$ cat config.mk
export PLATFORM = sky130hd
export DESIGN_NAME = seg_scan_ctrl_flat
export DESIGN_NICKNAME = d
export VERILOG_FILES = /design/src/rtl/seg_scan_ctrl_if.sv /design/src/rtl/seg_scan_ctrl.sv /design/src/flat_wrapper.sv
export SDC_FILE = /design/constraint.sdc
export NUM_CORES = 1
export LEC_CHECK = 0
export ABC_AREA = 0
export CAP_MARGIN = 30
export CORE_UTILIZATION = 30
export CTS_CLUSTER_SIZE = 25
export DETAILED_ROUTE_END_ITERATION = 6
export PLACE_DENSITY = 0.63
export SKIP_LAST_GASP = 1
export SLEW_MARGIN = 10
export SYNTH_ARGS = -nofsm -noshare
export SYNTH_HDL_FRONTEND = slang
export SYNTH_SLANG_ARGS = --single-unit
$ cat constraint.sdc
create_clock -name clk -period 2.3 [get_ports clk]
set_input_delay 0.23 -clock clk [delete_from_list [all_inputs] [get_ports clk]]
set_output_delay 0.23 -clock clk [all_outputs]
set_load 0.005 [all_outputs]
$ cat src/rtl/seg_scan_ctrl_if.sv
// Host digit-write handshake plus the single display-memory port.
// Latency: n/a (signal bundle only).
// Backpressure: wr_req is held by the host until wr_ack pulses.
interface seg_scan_ctrl_if #(
  parameter int WIDTH = 8,
  parameter int DEPTH = 6
);
  // host write channel
  logic             wr_req;
  logic [DEPTH-1:0] wr_addr;
  logic [WIDTH-1:0] wr_data;
  logic             wr_ack;
  // display memory port (controller owns address/write side)
  logic [DEPTH-1:0] mem_addr;
  logic [WIDTH-1:0] mem_data_in;
  logic             mem_rd_wr_en;
  logic [WIDTH-1:0] mem_data_out;

  // controller side
  modport master (
    input  wr_req, wr_addr, wr_data, mem_data_out,
    output wr_ack, mem_addr, mem_data_in, mem_rd_wr_en
  );

  // host + memory side
  modport slave (
    output wr_req, wr_addr, wr_data, mem_data_out,
    input  wr_ack, mem_addr, mem_data_in, mem_rd_wr_en
  );
endinterface

$ cat src/rtl/seg_scan_ctrl.sv
// Multiplexed common-anode 7-segment refresh controller sharing one memory port with host writes.
// Latency: tick -> new anode 3 cycles; wr_req -> wr_ack 1 cycle in SHOW, 4 cycles worst case.
// Backpressure: host writes are stalled (wr_req held, no ack) during the tick, BLANK and FETCH cycles.
module seg_scan_ctrl #(
  parameter int WIDTH       = 8,
  parameter int DEPTH       = 6,
  parameter int NUM_DIGITS  = 4,
  parameter int REFRESH_DIV = 50000,
  parameter int BASE_ADDR   = 0
) (
  input  logic                  clk,
  input  logic                  rst,
  seg_scan_ctrl_if.master       bus,
  output logic [NUM_DIGITS-1:0] an,
  output logic [6:0]            seg,
  output logic                  dp
);

  localparam int CW = (REFRESH_DIV > 1) ? $clog2(REFRESH_DIV) : 1;
  localparam int DW = (NUM_DIGITS > 1) ? $clog2(NUM_DIGITS) : 1;

  typedef enum logic [1:0] {
    BLANK = 2'd0,
    FETCH = 2'd1,
    SHOW  = 2'd2
  } state_t;

  state_t          state;
  logic [CW-1:0]   cnt;
  logic            tick;
  logic [DW-1:0]   digit;

  // Only bits [7] (blank), [4] (dp) and [3:0] (hex) carry meaning.
  logic unused_bits;
  assign unused_bits = ^bus.mem_data_out;

  assign tick = (cnt == CW'(REFRESH_DIV - 1));

  function automatic logic [6:0] hex_to_seg(input logic [3:0] h);
    case (h)
      4'h0:    return 7'h40;
      4'h1:    return 7'h79;
      4'h2:    return 7'h24;
      4'h3:    return 7'h30;
      4'h4:    return 7'h19;
      4'h5:    return 7'h12;
      4'h6:    return 7'h02;
      4'h7:    return 7'h78;
      4'h8:    return 7'h00;
      4'h9:    return 7'h10;
      4'hA:    return 7'h08;
      4'hB:    return 7'h03;
      4'hC:    return 7'h46;
      4'hD:    return 7'h21;
      4'hE:    return 7'h06;
      default: return 7'h0E;
    endcase
  endfunction

  // Free-running digit-slot prescaler; keeps counting in every state.
  always_ff @(posedge clk) begin
    if (rst || tick) begin
      cnt <= '0;
    end else begin
      cnt <= cnt + 1'b1;
    end
  end

  // Scan FSM: blank anodes, fetch the digit code, then show it while serving host writes.
  always_ff @(posedge clk) begin
    if (rst) begin
      state            <= BLANK;
      digit            <= '0;
      an               <= '1;
      seg              <= 7'h7F;
      dp               <= 1'b1;
      bus.wr_ack       <= 1'b0;
      bus.mem_rd_wr_en <= 1'b0;
      bus.mem_addr     <= DEPTH'(BASE_ADDR);
      bus.mem_data_in  <= '0;
    end else begin
      // write enable and ack are single-cycle pulses
      bus.wr_ack       <= 1'b0;
      bus.mem_rd_wr_en <= 1'b0;
      case (state)
        BLANK: begin
          an           <= '1;
          bus.mem_addr <= DEPTH'(BASE_ADDR) + DEPTH'(digit);
          state        <= FETCH;
        end
        FETCH: begin
          an <= ~(NUM_DIGITS'(1) << digit);
          if (bus.mem_data_out[7]) begin
            seg <= 7'h7F;
            dp  <= 1'b1;
          end else begin
            seg <= hex_to_seg(bus.mem_data_out[3:0]);
            dp  <= ~bus.mem_data_out[4];
          end
          state <= SHOW;
        end
        SHOW: begin
          if (tick) begin
            // a write pulse issued last cycle still completes at this edge
            digit <= (digit == DW'(NUM_DIGITS - 1)) ? '0 : digit + 1'b1;
            state <= BLANK;
          end else if (bus.wr_req && !bus.wr_ack && !bus.mem_rd_wr_en) begin
            bus.mem_addr     <= bus.wr_addr;
            bus.mem_data_in  <= bus.wr_data;
            bus.mem_rd_wr_en <= 1'b1;
            bus.wr_ack       <= 1'b1;
          end
        end
        default: state <= BLANK;
      endcase
    end
  end

endmodule

$ cat src/flat_wrapper.sv
// flat-port wrapper written by rule: the top's interface ports become plain ports
module seg_scan_ctrl_flat 
#(
  parameter int WIDTH       = 8,
  parameter int DEPTH       = 6,
  parameter int NUM_DIGITS  = 4,
  parameter int REFRESH_DIV = 50000,
  parameter int BASE_ADDR   = 0
)
  (clk, rst, an, seg, dp, bus_wr_req, bus_wr_addr, bus_wr_data, bus_mem_data_out, bus_wr_ack, bus_mem_addr, bus_mem_data_in, bus_mem_rd_wr_en);
  seg_scan_ctrl_if #(.WIDTH(WIDTH), .DEPTH(DEPTH)) bus_i ();
  input  logic clk;
  input  logic rst;
  output logic [NUM_DIGITS-1:0] an;
  output logic [6:0] seg;
  output logic dp;
  input wire logic [$bits(bus_i.wr_req)-1:0] bus_wr_req;
  input wire logic [$bits(bus_i.wr_addr)-1:0] bus_wr_addr;
  input wire logic [$bits(bus_i.wr_data)-1:0] bus_wr_data;
  input wire logic [$bits(bus_i.mem_data_out)-1:0] bus_mem_data_out;
  output wire logic [$bits(bus_i.wr_ack)-1:0] bus_wr_ack;
  output wire logic [$bits(bus_i.mem_addr)-1:0] bus_mem_addr;
  output wire logic [$bits(bus_i.mem_data_in)-1:0] bus_mem_data_in;
  output wire logic [$bits(bus_i.mem_rd_wr_en)-1:0] bus_mem_rd_wr_en;
  assign bus_i.wr_req = bus_wr_req;
  assign bus_i.wr_addr = bus_wr_addr;
  assign bus_i.wr_data = bus_wr_data;
  assign bus_i.mem_data_out = bus_mem_data_out;
  assign bus_wr_ack = bus_i.wr_ack;
  assign bus_mem_addr = bus_i.mem_addr;
  assign bus_mem_data_in = bus_i.mem_data_in;
  assign bus_mem_rd_wr_en = bus_i.mem_rd_wr_en;
  seg_scan_ctrl #(.WIDTH(WIDTH), .DEPTH(DEPTH), .NUM_DIGITS(NUM_DIGITS), .REFRESH_DIV(REFRESH_DIV), .BASE_ADDR(BASE_ADDR)) u_core (.clk(clk), .rst(rst), .bus(bus_i), .an(an), .seg(seg), .dp(dp));
endmodule
==> impl_metrics.csv <==
group,metric,value,unit
setup_path,critPathLaunchType,"register",
cells_and_area,fin_nets,340,
detailed_routing,drtIter0Drc,51,
clock_tree,hold_buffers,0,
logic_synthesis,syn_area,2290,um2
detailed_routing,drc_errors,0,
grt,grt_max_degree,32,
logic_synthesis,synth_ff_type,"dfxtp_1",
detailed_routing,drt_wl_total,5150,um
logic_synthesis,yosysSeqAreaShare,0.411,
setup_path,crit_required,2.54,ns
worst_hold_path,hold_class,"reg2reg",
logic_synthesis,ys_seq_elements,47,
placement,place_congestion,0.778,
detailed_routing,dr.pass1.iters,4,
clock_tree,cts_resized,0,
detailed_routing,avgRoutedWirePerCell,12.8,um
die,die_area,7980,um2
detailed_routing,via_per_inst,4.85,
setup_path,critPathKind,"reg2reg",
sta,fin_ws,0.517,ns
power_and_ir_drop,clkPwrFrac,0.314,
placement,post-place-ws,0.216,ns
sta,hold_viol,0,
logic_synthesis,synth_cells,260,
die,io_pins,53,
sta,setup_viol,0,
cells_and_area,utilization,0.407,
setup_path,cpLargestDelayFamily,"simple AND/OR/NAND/NOR gates",
cells_and_area,fillers,766,
setup_path,critPathArrivalTime,2.03,ns
power_and_ir_drop,p_sw_frac,0.264,
logic_synthesis,syn_area_per_cell,8.80,um2
setup_path,crit_slowest_cell,"or4_1",
detailed_routing,routed-via-count,1960,
setup_path,path_cells,"ha_1 -> and3_1 -> nand4_4 -> or4_1 -> a21oi_1",
power_and_ir_drop,p_int,1200,uW
die,coreArea,7290,um2
setup_path,crit_fanout,7,
clock_tree,cts-root-buf,"clkbuf_8",
sta,fmax,0.561,GHz
logic_synthesis,yosysWarnings,0,
power_and_ir_drop,comb_power_share,0.147,
logic_synthesis,ys_types,43,
sta,worst-slew-pin-transition,0.441,ns
sta,skew,0.0116,ns
die,row_count,31,
grt,grt_first_pass_wirelength,8690,um
sta,period_share,0.775,
power_and_ir_drop,power.density,547,nW/um2
logic_synthesis,synthArstFlopShare,0,
logic_synthesis,syn_nets,296,
sta,rsz0062_at_grt,"no",
power_and_ir_drop,irDropWorstVdd,0.244,mV
cells_and_area,area_delta_synth_final,29.9,%
clock_tree,cts.clk_slew.worst_paths,0.10,ns
run_status,status,"complete, no violations",
sta,tns,0,ns
sta,drv_slew,0,
sta,slew_headroom,0.706,
sta,finalWorstPathRequiredPeriod,1.78,ns
die,die-height,89.3,um
clock_tree,cts_sinks,47,
logic_synthesis,synth-edff-count,0,
placement,port-buffer-count,50,
setup_path,path_buf_inv,0,
clock_tree,clock_path_buffers,2,
grt,grt_remaining_overflow,0,
clock_tree,htreeDepth,2,
die,fp.dieW,89.3,um
placement,dp_hpwl,3600,um
grt,grt_pass1_vias,1905,
power_and_ir_drop,power.leakage,0.00109,uW
cells_and_area,num_antenna_cells,0,
clock_tree,cts_tree,"built",
power_and_ir_drop,total_switching_power,428,uW
grt,antenna_found_initial,0,
detailed_routing,final_antenna_net_count,0,
setup_path,max_stage_delay,0.49,ns
die,start_util,0.314,
grt,track_usage,0.140,
clock_tree,numCtsBuffers,5,
clock_tree,cts_setup_buffers,0,
clock_tree,clock_latency,0.30,ns
cells_and_area,drive_gt1_frac,0.0852,
run,maxCapViolCount,0,
power_and_ir_drop,pwr-share-seq,0.538,
setup_path,cp-end-kind,"register",
-- power groups by stage --
stage	sequential, uW	clock [uW]	combinational [uW]
2_1_floorplan	882	0	126
3_3_place_gp	893	0	238
3_5_place_dp	893	0	240
4_1_cts	874	532	241
5_1_grt	879	564	268
6_report	874	511	239
-- sequential cells by signal, indices dropped and copies added (netlist names) --
name	count
u_core.state	2
u_core.bus.mem_data_in	8
u_core.cnt	16
u_core.bus.wr_ack	1
u_core.bus.mem_addr	6
u_core.digit	2
u_core.an	4
u_core.seg	7
u_core.dp	1
-- cell type report --
cell class                      count  area (um2)  area share
Multi-Input combinational cell    184        1220       0.412
Sequential cell                    47         941       0.317
Timing Repair Buffer               57         553       0.186
Tap cell                           99         124      0.0417
Clock buffer                        5        68.8      0.0232
Inverter                            9        33.8      0.0114
Clock inverter                      3        25.0     0.00842
-- cells in the mapped netlist (6+ instances only) --
master / instances / share of area
nand3_1: 18 / 0.039
xor2_1: 10 / 0.038
a21oi_1: 24 / 0.053
ha_1: 11 / 0.060
nor2_1: 24 / 0.039
inv_1: 9 / 0.015
dfxtp_1: 47 / 0.41
clkbuf_1: 14 / 0.023
nand2b_1: 6 / 0.016
o21ai_0: 17 / 0.037
nor2b_1: 9 / 0.025
-- cell usage in the layout, fill, tap and decap left out, types with 3 or more instances in the layout --
cell type,instances
o21bai_1,4
clkdlybuf4s50_1,50
xor2_1,10
inv_1,9
buf_4,7
nand4_1,5
nor2_1,24
nand2b_1,6
and4_1,4
o311ai_0,3
a21oi_1,24
o21ai_0,17
dfxtp_1,47
ha_1,11
and3_1,3
nor2b_1,9
clkbuf_8,5
nand2_1,5
nor3_1,5
nand3_1,18
or2_2,5
-- path summary, 6_finish.rpt --
path / to / cells past startpoint / slack (ns) / from
hold / removal: u_core.cnt[0]$_SDFF_PP0_ / 1 / 0.47 / u_core.cnt[0]$_SDFF_PP0_
setup reg to reg: u_core.digit[0]$_SDFFE_PP0P_ / 5 / 0.52 / u_core.cnt[0]$_SDFF_PP0_
hold reg to reg: u_core.cnt[0]$_SDFF_PP0_ / 1 / 0.47 / u_core.cnt[0]$_SDFF_PP0_
setup / recovery: u_core.digit[0]$_SDFFE_PP0P_ / 5 / 0.52 / u_core.cnt[0]$_SDFF_PP0_
-- cell families after synthesis --
kind of cell | count (synthesis) | share of synthesized area
simple gates | 95 | 0.239
fa+ha+maj | 11 | 0.0602
flops | 47 | 0.411
xor+xnor | 12 | 0.0460
compound gates | 61 | 0.162
buf+inv | 29 | 0.0531
mux | 5 | 0.0284
-- layer usage --
layer | routed length, um | global-route usage
met1 | 2430 | 0.176
met4 | 24 | 0.0303
met3 | 158 | 0.0332
met5 | 0 | 0
met2 | 2540 | 0.243
-- stage by stage --
| step | hold WS (ns) | cell area [um2] | cells | total power [uW] |
|---|---|---|---|---|
| 2_1_floorplan | 0.378 | 2290 | 260 | 1010 |
| 3_3_place_gp | 0.445 | 2880 | 396 | 1130 |
| 3_5_place_dp | 0.453 | 2880 | 396 | 1130 |
| 4_1_cts | 0.474 | 2970 | 404 | 1650 |
| 5_1_grt | 0.485 | 2970 | 404 | 1710 |
| 6_report | 0.471 | 2970 | 404 | 1620 |
-- worst reg2reg max path: stages, from the launching register on --
cell     delay, ns
dfxtp_1       0.38
ha_1          0.19
and3_1        0.38
nand4_4       0.16
or4_1         0.49
a21oi_1       0.14
Power figures use the tool's default switching activity.
